File: src/rtl/aggregator.sv
// Packs a stream of narrow FIFO words into FETCH_WIDTH-lane wide words for a
// double-buffer write port; lane 0 carries the first word received.
module aggregator #(
    parameter int DATA_WIDTH  = 16,
    parameter int FETCH_WIDTH = 4
) (
    input  logic                              clk,
    input  logic                              rst_n,
    input  logic [DATA_WIDTH-1:0]             sender_data,
    input  logic                              sender_empty_n,
    output logic                              sender_deq,
    input  logic                              flush,
    output logic [FETCH_WIDTH*DATA_WIDTH-1:0] receiver_data,
    input  logic                              receiver_full_n,
    output logic                              receiver_enq
);

    localparam int LANE_W = $clog2(FETCH_WIDTH);
    localparam logic [LANE_W-1:0] LAST_LANE = LANE_W'(FETCH_WIDTH - 1);

    typedef logic [FETCH_WIDTH-1:0][DATA_WIDTH-1:0] wide_t;

    logic [LANE_W-1:0] lane_r;
    wide_t             pack_r;
    wide_t             out_r;
    wide_t             full_word;
    logic              out_valid_r;
    logic              flush_pending_r;
    logic              out_slot_free;
    logic              at_last_lane;

    // The output slot counts as free when it is empty or drains this cycle,
    // which lets a word load and the previous one leave on the same edge.
    assign out_slot_free = !out_valid_r || receiver_full_n;
    assign at_last_lane  = (lane_r == LAST_LANE);

    assign receiver_enq  = rst_n && out_valid_r && receiver_full_n;
    assign sender_deq    = rst_n && sender_empty_n && !flush_pending_r &&
                           (!at_last_lane || out_slot_free);
    assign receiver_data = out_r;

    // NOTE: every variable driven in always_comb gets a full default first,
    // so no path can leave it unassigned and infer a latch.
    always_comb begin
        full_word                  = pack_r;
        full_word[FETCH_WIDTH-1]   = sender_data;
    end

    // NOTE: sequential state uses non-blocking assignments only; later
    // assignments in this block intentionally override earlier ones.
    always_ff @(posedge clk) begin
        if (!rst_n) begin
            lane_r          <= '0;
            pack_r          <= '0;
            out_r           <= '0;
            out_valid_r     <= 1'b0;
            flush_pending_r <= 1'b0;
        end else begin
            if (receiver_enq) begin
                out_valid_r <= 1'b0;
            end
            if (flush) begin
                flush_pending_r <= 1'b1;
            end

            if (sender_deq) begin
                if (at_last_lane) begin
                    out_r       <= full_word;
                    out_valid_r <= 1'b1;
                    pack_r      <= '0;
                    lane_r      <= '0;
                end else begin
                    pack_r[lane_r] <= sender_data;
                    lane_r         <= lane_r + 1'b1;
                end
            end else if (flush_pending_r) begin
                // Unwritten lanes are already zero, so pack_r is the padded word.
                if (lane_r == '0) begin
                    flush_pending_r <= 1'b0;
                end else if (out_slot_free) begin
                    out_r           <= pack_r;
                    out_valid_r     <= 1'b1;
                    pack_r          <= '0;
                    lane_r          <= '0;
                    flush_pending_r <= 1'b0;
                end
            end
        end
    end

endmodule

File: config.mk
export PLATFORM = sky130hd
export DESIGN_NAME = aggregator
export DESIGN_NICKNAME = d
export VERILOG_FILES = /design/src/rtl/aggregator.sv
export SDC_FILE = /design/constraint.sdc
export NUM_CORES = 1
export LEC_CHECK = 0
export ABC_CLOCK_PERIOD_IN_PS = 2000
export BUFFER_PORTS_ARGS = -buffer_cell sky130_fd_sc_hd__buf_2
export CELL_PAD_IN_SITES_DETAIL_PLACEMENT = 2
export CELL_PAD_IN_SITES_GLOBAL_PLACEMENT = 2
export CORE_ASPECT_RATIO = 0.75
export CORE_MARGIN = 3
export CORE_UTILIZATION = 35
export CTS_CLUSTER_SIZE = 10
export DETAILED_ROUTE_END_ITERATION = 10
export GPL_ROUTABILITY_DRIVEN = 0
export PLACE_DENSITY = 0.9
export SLEW_MARGIN = 5
export SYNTH_ARGS = -nofsm -noshare
export SYNTH_HDL_FRONTEND = slang
export SYNTH_SLANG_ARGS = --single-unit
File: constraint.sdc
create_clock -name clk -period 2 [get_ports clk]
set_input_delay 0.6 -clock clk [delete_from_list [all_inputs] [get_ports clk]]
set_output_delay 0.6 -clock clk [all_outputs]
set_load 0.03 [all_outputs]
# After elaboration in Yosys (flattened, before gate mapping)
# Cells that the tools add are included.
# W data, S select, Z words.
# op_classes
n_eq_ne,3
muxes,29
n_reduce_logical,16
n_lt_le_gt_ge,2
n_addsub,1
# ops
operator,count
$mux W64,10
$bwmux W64,1
$demux W16 S2,1
$mux W16,1
$mux W1,11
$mux W2,5
$logic_and A1 B1 Y1,6
$reduce_and A4 Y1,1
$reduce_bool A2 Y1,2
$logic_not A1 Y1,3
$lt A2 B3 Y1 const B,1
$reduce_and A3 Y1,1
$add A2 B1 Y2 const B,1
$eq A2 B2 Y1 const B,1
$ge A2 B1 Y1 const B,1
$logic_not A2 Y1,1
$logic_or A1 B1 Y1,2
$ne A2 B1 Y1 const B,1
$ne A2 B2 Y1 const B,1
# word_totals
regBits,132
out_inout_bits,66

# Logic depth before layout (Yosys ltp)
# Gate-level depths: netlist (run 1).
# depth
ltp_word,7
ltp_mapped,8

# Worst setup path before layout (run 1)
# Ideal clock, no wire load.
# synth_timing
path_kind,input to output
from,in rst_n
to,out sender_deq
path_stages,4
path_slack_ps,-165
arrival_time_ps,1565
cell_sequence,buf_2 > nand3b_1 > clkbuf_1 > nor2_1
# synth_via
elab_chain_len,3
# synth_lines
item,line_no,text
start: declaration,8,"input logic rst_n,"
$logic_and A1 B1 Y1 (3 in a row),38,assign sender_deq = rst_n && sender_empty_n && !flush_pending_r &&
end: declaration,11,"output logic sender_deq,"
# Every way passes these cells.

# Worst setup path in the final report (run 1)
# layout_timing
from,reg lane_r[0]
to,out sender_deq
# layout_via
elab_chain_len,4
# layout_lines
item,line_no,text
start: declaration,23,logic [LANE_W-1:0] lane_r;
start signal: assignment,74,lane_r <= lane_r + 1'b1;
$eq A2 B2 Y1,35,assign at_last_lane = (lane_r == LAST_LANE);
$logic_not A1 Y1,39,(!at_last_lane || out_slot_free);
$logic_or A1 B1 Y1,39,
$logic_and A1 B1 Y1,38,
# Every way passes these cells.

==> summary.txt, run 1 <==
Status
  – Status: finished with violations
  – Failing checks: setup timing

Timing
  – Rel. slew slack: 0.628
  – Final Hold Fails: 0
  – Worst Skew: 10.2 ps
  – Max Slew Vio Count: 0
  – Final setup violation count: 1
  – RSZ-0062 raised after global routing: yes
  – Final setup margin: -5.67 ps
  – Tmin final: 2010 ps
  – Measured slew at the worst slew-check pin: 558 ps
  – Max Fclk: 499 MHz
  – Tcrit/Tclk final: 1.00

CTS
  – Clk sinks: 132
  – H-tree depth: 4
  – Hold-fix buffers, CTS: 0
  – Worst skew pair latency: 430 ps
  – Num CTS Buffers: 17
  – Max Root-Sink Buffers: 2
  – CTS clk-pin slew, worst paths: 60 ps
  – Root Buffer: clkbuf_16
  – CTS tree: done

Floorplanning
  – I/O pin cnt: 87
  – Width of the die: 159 µm
  – Initial core utilization: 0.363
  – Core area: 0.0170 mm²
  – Core Rows: 41
  – Die Y: 121 µm
  – Die area: 0.0193 mm²

Logic synthesis
  – Primary FF master, synth: dfxtp_1
  – Synthesized cell area: 0.00618 mm²
  – Synthesized instance count: 685
  – Sequential element share of the synthesized area: 0.428
  – FF+latch count, synth: 132
  – Post-Syn Nets: 710
  – Area leader, netlist: dfxtp_1
  – Synth async-reset ratio: 0
  – Average cell area after synthesis: 9.02 µm²
  – Synth top area cells: dfxtp_1 43%, mux2i_1 10%, o221ai_1 7.1%
  – EDFF count, synth: 0
  – Yosys top cell area share: 0.428
  – Ys Warns: 0
  – Netlist cell types: 31

Setup path
  – RR Startpoint: lane_r[0]
  – Setup CP Type: reg2out
  – Critical Path Start: lane_r[0]
  – Startpoint types: register
  – Slowest Stage Delay on Critical Path: 360 ps
  – Critical Path, Cell by Cell: ha_4 -> and3b_2 -> nor2_4 -> buf_6
  – Critical path endpoint category: output pin
  – CP Buf/Inv Count: 1
  – RR Endpoint: receiver_data[37]
  – Slowest CP cell: dfxtp_4
  – Critical Path End: sender_deq
  – Worst endpoint required time: 1400 ps
  – Reg2Reg Setup Slack: 120 ps
  – Crit path DAT: 1410 ps
  – Crit path max fanout: 3
  – Crit-path leading delay family: flip-flops
  – CP Depth: 4
  – Register-to-Register Path Depth: 7

Global routing
  – Initial antenna violation count: 0
  – GRT Residual Overflow: 0
  – Global-route wire length before repair: 35.5 mm
  – GRT Total Usage: 0.236
  – Number of global-route vias before repair: 6127
  – Pin count of the biggest net entering global routing: 70

Place
  – IO buf count: 86
  – Post-DP HPWL: 14.2 mm
  – Dpl cells: 958

Power and ir drop
  – Pwr Total: 6.35 mW
  – Worst vdd ir: 0.468 mV
  – Pwr per Cell Area: 845 mW/mm²
  – Lkg Pwr: 2.64 nW

Route
  – 1st-iter DRT viols: 455
  – Vias/cell: 5.61
  – Antenna Violating Nets Remaining: 0
  – DRC violations left: 0
  – Iteration count of the initial detailed-routing pass: 4
  – Routed vias: 5574
  – Routed len/inst: 22.4 µm
  – Total wire length: 22.2 mm

Final layout
  – Commonest cells after routing, fill and taps aside: 130 x dfxtp_1, 98 x nand2_1, 85 x buf_2
  – Fin nets: 769
  – Number of diodes: 0
  – Fill cells: 1871
  – Area delta synth->final: 21.7%
  – Share of cells above drive strength 1: 0.223
  – Final Instance Count excl. Fillers: 993
  – Most common cell after layout, fill and taps aside: dfxtp_1

Run
  – Max Cap Viol: 0

Min path
  – Hold Startpoint: receiver_data[28]
  – Tightest Hold Check Type: reg2reg
## worst register-to-register path: cells and delay by family (launching register included)
family                     cells  cell delay [ps]
DFF                            1              380
muxes                          1              240
adders and majority gates      1              250
and+or+nand+nor                1              200
AOI/OAI and AO/OA              1              230
buffers and inverters          3              500
## final cells by class
type,instances,area (µm²),area share
inverters,3,11.3,0.00150
multi-input cells,476,3230,0.430
repair buffers,114,738,0.0982
well taps,236,295,0.0393
clock buffers,18,439,0.0584
clock inverters,14,150,0.0200
flip-flops and latches,132,2650,0.352
## repair_timing
item                                    CTS  global route
setup buffers                             2             1
pin swaps                                 1             0
endpoints found under the setup margin    5             7
resized for setup                         8             3
## metrics by stage
step | util | area [µm²] | TNS, ps | hold slack [ps] | worst slack (ps)
after floorplan | - | 6180 | 0 | 447 | 8.97
after global placement | 0.403 | 6870 | 0 | 442 | 136
after detailed placement | 0.403 | 6870 | -7.50 | 455 | -7.50
after CTS | 0.440 | 7500 | -29.3 | 463 | -29.3
after global routing | 0.441 | 7510 | -54.2 | 485 | -54.2
final | 0.441 | 7510 | -5.67 | 456 | -5.67
## registers in the layout, indices dropped and copies added, names as in the netlist
register / count
lane_r: 2
out_valid_r: 1
flush_pending_r: 1
full_word: 48
pack_r: 16
receiver_data: 64
## cell families (layout without fill, tap and decap cells)
kind of cell / count (synthesis) / in the layout / share of synthesized area
fa+ha+maj: 4 / 4 / 0.00810
buf+inv: 77 / 149 / 0.0555
simple gates: 256 / 256 / 0.222
compound gates: 152 / 152 / 0.183
mux: 64 / 64 / 0.104
flops: 132 / 132 / 0.428
## per-layer routing
metal,up-vias,GRT usage,part of all wire
met4,0,0.0940,0.027
met5,-,0,0
li1,2570,-,-
met2,151,0.396,0.50
met3,43,0.0536,0.050
met1,2810,0.295,0.43
## how the worst min path moves through the flow
stage,to,cells after the start
6_report,receiver_data[28],2
4_1_cts,receiver_data[28],2
2_1_floorplan,receiver_data[15],2
3_5_place_dp,receiver_data[28],2
3_3_place_gp,receiver_data[0],2
5_1_grt,receiver_data[28],2
## Yosys cell counts (all sizes together) (2+ instances only)
cell type  instances
nor2               2
nor2b             51
nand2             98
o21ai             32
ha                 4
o221ai            50
nor3              16
clkbuf            54
a31oi             16
mux2i             64
a2111oi           16
and2              32
inv                3
and3b              2
nand3b            19
dfxtp            132
nand3             16
nor3b             16
buf               20
a21oi             36
## power breakdown
group	switching (mW)	internal [mW]	total, mW	leakage [nW]
Sequential	0.0346	2.66	2.70	1.07
Clock	1.27	1.88	3.15	0.283
Combinational	0.334	0.165	0.499	1.29
Total	1.64	4.71	6.35	2.64
Note: power is estimated with default switching activity, not from simulation.
==> run 2, diff against run 1 <==
--- a/config.mk
+++ b/config.mk
@@ -5,17 +5,19 @@
 export SDC_FILE = /design/constraint.sdc
 export NUM_CORES = 1
 export LEC_CHECK = 0
+export ABC_AREA = 0
 export ABC_CLOCK_PERIOD_IN_PS = 2000
-export BUFFER_PORTS_ARGS = -buffer_cell sky130_fd_sc_hd__buf_2
 export CELL_PAD_IN_SITES_DETAIL_PLACEMENT = 2
 export CELL_PAD_IN_SITES_GLOBAL_PLACEMENT = 2
 export CORE_ASPECT_RATIO = 0.75
 export CORE_MARGIN = 3
-export CORE_UTILIZATION = 35
+export CORE_UTILIZATION = 39
 export CTS_CLUSTER_SIZE = 10
 export DETAILED_ROUTE_END_ITERATION = 10
+export DONT_BUFFER_PORTS = 1
 export GPL_ROUTABILITY_DRIVEN = 0
 export PLACE_DENSITY = 0.9
+export REMOVE_ABC_BUFFERS = 1
 export SLEW_MARGIN = 5
 export SYNTH_ARGS = -nofsm -noshare
 export SYNTH_HDL_FRONTEND = slang
==> summary.txt, run 2 (synthesized netlist as in run 1, its figures left out) <==
Power and ir drop
  – Worst vdd ir: 0.603 mV (+29%)
  – Clock share of power: 0.523 (+0.027)
  – Pwr Total: 6.56 mW (+3.3%)
  – Pwr per Cell Area: 914 mW/mm² (+8.1%)
  – Sw Share: 0.235 (-0.0239)
  – Switching pwr: 1.54 mW (-6.2%)
  – Share of power burned in registers: 0.416 (-0.009)
  – Lkg Pwr: 2.25 nW (-15%)
  – Int Power: 5.02 mW (+6.6%)
  – Combinational power share: 0.062 (-0.017)

Final layout
  – Share of cells above drive strength 1: 0.136 (-0.0872)
  – Number of diodes: 0 (unchanged)
  – Fill cells: 1620 (-13%)
  – Area delta synth->final: 16.2%
  – Commonest cells after routing, fill and taps aside: 130 x dfxtp_1, 98 x nand2_1, 64 x mux2i_1
  – Number of flip-flops in the largest register: 64 (unchanged)
  – Most common cell after layout, fill and taps aside: dfxtp_1
  – Fin nets: 688 (-11%)
  – Final Util: 0.467 (+0.0258)

Timing
  – Rel. slew slack: 0.557 (-0.0708)
  – RSZ-0062 raised after global routing: yes
  – Tmin final: 1980 ps (-30.6 ps)
  – Worst Skew: 5.20 ps (-5.02 ps)
  – Max Fclk: 506 MHz (+1.5%)
  – Final Hold Fails: 0 (unchanged)
  – Tcrit/Tclk final: 0.988 (-0.0153)
  – Max Slew Vio Count: 0 (unchanged)
  – Measured slew at the worst slew-check pin: 664 ps (+106 ps)
  – Final setup violation count: 0 (-1)

Place
  – Post-DP HPWL: 12.9 mm (-9.0%)
  – IO buf count: 0 (-100%)

Route
  – 1st-iter DRT viols: 294 (-35%)
  – Routed vias: 5315 (-4.6%)
  – Routed len/inst: 24.6 µm (+9.9%)
  – Iteration count of the initial detailed-routing pass: 5 (+1)
  – Vias/cell: 6.03 (+7.5%)
  – Total wire length: 21.7 mm (-2.5%)
  – DRC violations left: 0 (unchanged)
  – Antenna Violating Nets Remaining: 0 (unchanged)

Global routing
  – GRT Residual Overflow: 0 (unchanged)
  – Initial antenna violation count: 0 (unchanged)
  – Global-route wire length before repair: 33.9 mm (-4.5%)
  – GRT Total Usage: 0.253 (+0.0173)
  – Number of global-route vias before repair: 6005 (-2.0%)
  – Pin count of the biggest net entering global routing: 104 (+49%)

CTS
  – CTS clk-pin slew, worst paths: 60 ps (about the same)
  – Worst skew pair latency: 420 ps (about the same)
  – H-tree depth: 4 (unchanged)
  – Max Root-Sink Buffers: 2 (unchanged)
  – Clk sinks: 132 (unchanged)
  – Hold-fix buffers, CTS: 0 (unchanged)
  – Root Buffer: clkbuf_16
  – CTS tree: done
  – Num CTS Buffers: 17 (unchanged)

Min path
  – Hold path cells: 2 (unchanged)
  – Tightest Hold Check Type: in2reg

Setup path
  – Crit path DAT: 1380 ps (-30 ps)
  – Setup CP Type: reg2out
  – Critical path endpoint category: output pin
  – Crit path max fanout: 2 (-1)
  – Register-to-Register Path Depth: 7 (unchanged)
  – Worst endpoint required time: 1400 ps (about the same)
  – Startpoint types: register

Floorplanning
  – Initial core utilization: 0.402 (+0.0392)
  – Die area: 0.0174 mm² (-9.8%)
  – I/O pin cnt: 87 (unchanged)
  – Die Y: 115 µm (-5.0%)
  – Core area: 0.0154 mm² (-9.7%)
  – Width of the die: 151 µm (-5.1%)
  – Core Rows: 39 (-4.9%)

Run
  – Max Cap Viol: 0 (unchanged)

Status
  – Status: finished clean
[run 2: changes by cell type in the layout (fill, tap and decap cells not counted), moves of 2 or more]
cell       change
buf_2         -85
inv_6          -4
bufinv_16      +3
buf_4          +2
[run 2: area by class of cell]
| cell class | count | area [µm²] | share of cell area |
|---|---|---|---|
| repair buffers | 33 | 359 | 0.0500 |
| clock inverters | 14 | 210 | 0.0293 |
| clock buffers | 18 | 429 | 0.0598 |
| flip-flops and latches | 132 | 2650 | 0.369 |
| multi-input cells | 476 | 3260 | 0.455 |
| well taps | 205 | 256 | 0.0357 |
| inverters | 3 | 11.3 | 0.00157 |
[run 2: per-stage QoR]
| stage | setup TNS, ps | std cells | setup WS [ps] | hold slack (ps) | cell area [µm²] |
|---|---|---|---|---|---|
| 2_1_floorplan | -253140 | 611 | -2720 | 446 | 5840 |
| 3_3_place_gp | 0 | 844 | 289 | 460 | 6430 |
| 3_5_place_dp | 0 | 844 | 79.6 | 466 | 6430 |
| 4_1_cts | -44.3 | 881 | -39.1 | 312 | 7130 |
| 5_1_grt | -39.8 | 881 | -39.8 | 320 | 7180 |
| 6_report | 0 | 881 | 24.9 | 332 | 7180 |
[run 2: power by group through the flow]
| stage | logic [mW] | registers [mW] | clock network (mW) |
|---|---|---|---|
| floorplan | 0.236 | 2.77 | 0 |
| global placement | 0.343 | 2.78 | 0 |
| detailed placement | 0.373 | 2.78 | 0 |
| CTS | 0.390 | 2.72 | 3.48 |
| global route | 0.434 | 2.73 | 3.64 |
| finish | 0.404 | 2.73 | 3.43 |
[run 2: final timing paths]
kind | from | slack, ps | end
min | rst_n | 330 | receiver_data[35]
max reg2reg | lane_r[1] | 40 | receiver_data[49]
min reg2reg | pack_r[50] | 480 | pack_r[50]
max | lane_r[1] | 20 | sender_deq
[run 2: repair_timing]
| action | 4_1_cts | 5_1_grt |
|---|---|---|
| setup endpoints to repair | 1 | 45 |
| pin swaps | 3 | 1 |
| resized for setup | 6 | 10 |
| buffers inserted | 5 | 0 |
[run 2: worst max-delay path: stages (launching register included)]
cell and delay (ps):
dfxtp_4 360, ha_4 170, and3b_2 200, nor2_2 90
buf_6 140
[run 2: layer usage]
| layer | GRT usage | vias to the layer above | wire length, µm |
|---|---|---|---|
| li1 | - | 2413 | - |
| met1 | 0.291 | 2744 | 8930 |
| met2 | 0.445 | 133 | 10800 |
| met3 | 0.0890 | 25 | 1590 |
| met4 | 0.0719 | 0 | 310 |
| met5 | 0 | - | 0 |
==> run 3, diff against run 2 <==
--- a/config.mk
+++ b/config.mk
@@ -16,7 +16,7 @@
 export DETAILED_ROUTE_END_ITERATION = 10
 export DONT_BUFFER_PORTS = 1
 export GPL_ROUTABILITY_DRIVEN = 0
-export PLACE_DENSITY = 0.9
+export PLACE_DENSITY_LB_ADDON = 0.25
 export REMOVE_ABC_BUFFERS = 1
 export SLEW_MARGIN = 5
 export SYNTH_ARGS = -nofsm -noshare
==> summary.txt, run 3 (synthesized netlist as in run 1, its figures left out) <==
Status
  – Status: finished with violations
  – Failing checks: setup timing

CTS
  – Num CTS Buffers: 17 (unchanged)
  – CTS clk-pin slew, worst paths: 50 ps (about the same)
  – H-tree depth: 4 (unchanged)
  – Max Root-Sink Buffers: 2 (unchanged)
  – Clk sinks: 132 (unchanged)
  – Hold-fix buffers, CTS: 0 (unchanged)
  – Worst skew pair latency: 420 ps (about the same)
  – CTS tree: done
  – Root Buffer: clkbuf_16

Route
  – Routed len/inst: 23.2 µm (-5.6%)
  – DRC violations left: 0 (unchanged)
  – Vias/cell: 5.95 (-1.4%)
  – Total wire length: 20.5 mm (-5.6%)
  – Routed vias: 5241 (-1.4%)
  – 1st-iter DRT viols: 232 (-21%)
  – Iteration count of the initial detailed-routing pass: 4 (-1)
  – Antenna Violating Nets Remaining: 0 (unchanged)

Min path
  – Tightest Hold Check Type: in2reg
  – Hold path cells: 2 (unchanged)
  – Hold Startpoint: rst_n
  – Hold path endpoint: receiver_data[28]

Final layout
  – Number of diodes: 0 (unchanged)
  – Share of cells above drive strength 1: 0.123 (-0.0133)
  – Number of flip-flops in the largest register: 64 (unchanged)
  – Final Instance Area: 0.00703 mm² (-2.1%)
  – Commonest cells after routing, fill and taps aside: 130 x dfxtp_1, 98 x nand2_1, 64 x mux2i_1
  – Area delta synth->final: 13.9%
  – Fin nets: 689 (+0.15%)
  – Most common cell after layout, fill and taps aside: dfxtp_1

Place
  – Placed Area: 0.00643 mm² (about the same)
  – IO buf count: 0 (unchanged)
  – Post-DP HPWL: 12.4 mm (-4.1%)

Run
  – Max Cap Viol: 0 (unchanged)

Setup path
  – Startpoint types: register
  – Worst endpoint required time: 1400 ps (about the same)
  – Slowest Stage Delay on Critical Path: 320 ps (-40 ps)
  – CP Buf/Inv Count: 1 (unchanged)
  – Critical path endpoint category: output pin
  – RR Startpoint: lane_r[0]
  – Register-to-Register Path Depth: 7 (unchanged)
  – Crit path DAT: 1430 ps (+50 ps)
  – Critical Path, Cell by Cell: ha_2 -> and3b_2 -> nor2_4 -> buf_6
  – Crit path max fanout: 2 (unchanged)
  – Crit-path leading delay family: simple AND/OR/NAND/NOR gates
  – RR Endpoint: receiver_data[13]
  – Setup CP Type: reg2out
  – Reg2Reg Setup Slack: 120 ps (+80 ps)
  – Slowest CP cell: dfxtp_2

Timing
  – Final setup violation count: 1 (+1)
  – Tcrit/Tclk final: 1.01 (+0.0263)
  – Max Fclk: 493 MHz (-2.6%)
  – Max Slew Vio Count: 0 (unchanged)
  – RSZ-0062 raised after global routing: yes
  – Rel. slew slack: 0.557 (about the same)
  – Tmin final: 2030 ps (+52.6 ps)
  – Final Hold Fails: 0 (unchanged)
  – Final setup margin: -27.7 ps (-52.6 ps)
  – Worst Skew: 7.65 ps (+2.45 ps)
  – Measured slew at the worst slew-check pin: 665 ps (+0.355 ps)

Global routing
  – GRT Total Usage: 0.242 (-0.0113)
  – GRT Residual Overflow: 0 (unchanged)
  – Number of global-route vias before repair: 5844 (-2.7%)
  – Met2 Use GR: 0.408 (-0.0364)
  – Global-route wire length before repair: 32.7 mm (-3.7%)
  – Grt peak-use layer: met2
  – Initial antenna violation count: 1 (+1)
  – Pin count of the biggest net entering global routing: 104 (unchanged)
  – Grt met3 use: 0.0709 (-0.0181)
  – GR Layer Usage met1: 0.298 (+0.00646)

Floorplanning
  – Die Y: 115 µm (unchanged)
  – Width of the die: 151 µm (unchanged)
  – Initial core utilization: 0.402 (unchanged)
  – Die area: 0.0174 mm² (unchanged)
  – Core area: 0.0154 mm² (unchanged)
  – I/O pin cnt: 87 (unchanged)
  – Core Rows: 39 (unchanged)

Power and ir drop
  – Pwr Total: 6.12 mW (-6.6%)
  – Pwr per Cell Area: 871 mW/mm² (-4.7%)
  – Worst vdd ir: 0.649 mV (+7.6%)
  – Lkg Pwr: 2.22 nW (-1.6%)
[run 3: changes by cell type in the layout (fill, tap and decap cells not counted), moves of 2 or more]
cell / previous run / this run
clkbuf_1: 1 / 7
clkbuf_8: 0 / 2
buf_12: 8 / 6
buf_6: 3 / 1
dfxtp_2: 0 / 2
clkinvlp_4: 3 / 0
bufinv_16: 5 / 2
clkinv_4: 2 / 0
buf_4: 22 / 27
dfxtp_4: 2 / 0
[run 3: how the worst max path moves through the flow]
| stage | from | end | slack (ps) | depth (start not counted) |
|---|---|---|---|---|
| global placement | receiver_full_n | sender_deq | 220 | 3 |
| global route | lane_r[1] | sender_deq | -90 | 4 |
| finish | lane_r[1] | sender_deq | -30 | 4 |
| CTS | lane_r[1] | sender_deq | -60 | 4 |
| floorplan | receiver_full_n | receiver_data[48] | -2720 | 3 |
| detailed placement | lane_r[0] | full_word[35] | 80 | 6 |
[run 3: timing repair]
action / 4_1_cts / 5_1_grt
buffers inserted: 3 / 0
gates cloned: 0 / 0
pin swaps: 2 / 1
setup endpoints to repair: 1 / 15
endpoints found under the hold margin: 0 / 0
resized for setup: 6 / 2
[run 3: final cells by class]
class / count / area, µm²
inverters: 3 / 11.3
clock inverters: 5 / 75.1
flip-flops and latches: 132 / 2650
well taps: 205 / 256
multi-input cells: 476 / 3230
repair buffers: 34 / 334
clock buffers: 26 / 479
fillers: 1635 / 8340
[run 3: metrics by stage]
| step | cells | setup WS [ps] | hold slack [ps] | setup TNS [ps] | util |
|---|---|---|---|---|---|
| after floorplan | 611 | -2720 | 446 | -253140 | - |
| after global placement | 847 | 217 | 462 | 0 | 0.418 |
| after detailed placement | 847 | 83.9 | 468 | 0 | 0.418 |
| after CTS | 881 | -60.9 | 319 | -60.9 | 0.457 |
| after global routing | 881 | -89.9 | 321 | -104 | 0.457 |
| final | 881 | -27.7 | 337 | -27.7 | 0.457 |
[run 3: power by group]
part           internal (mW)  switching (mW)  total, mW
sequential              2.67          0.0554       2.72
combinational          0.146           0.240      0.386
clock                   1.89            1.13       3.01
total                   4.70            1.42       6.12
[run 3: worst reg2reg max path, stage by stage (launching register included)]
cell     delay, ps
dfxtp_2        320
buf_4          120
inv_1           80
ha_1           260
nor2b_2        250
o21ba_4        230
buf_12         260
mux2i_1        280
[run 3: layer usage]
metal  share of wire  up-vias
li1                -     2408
met1            0.43     2685
met2            0.49      122
met3           0.058       26
met4           0.015        0
met5               0        -
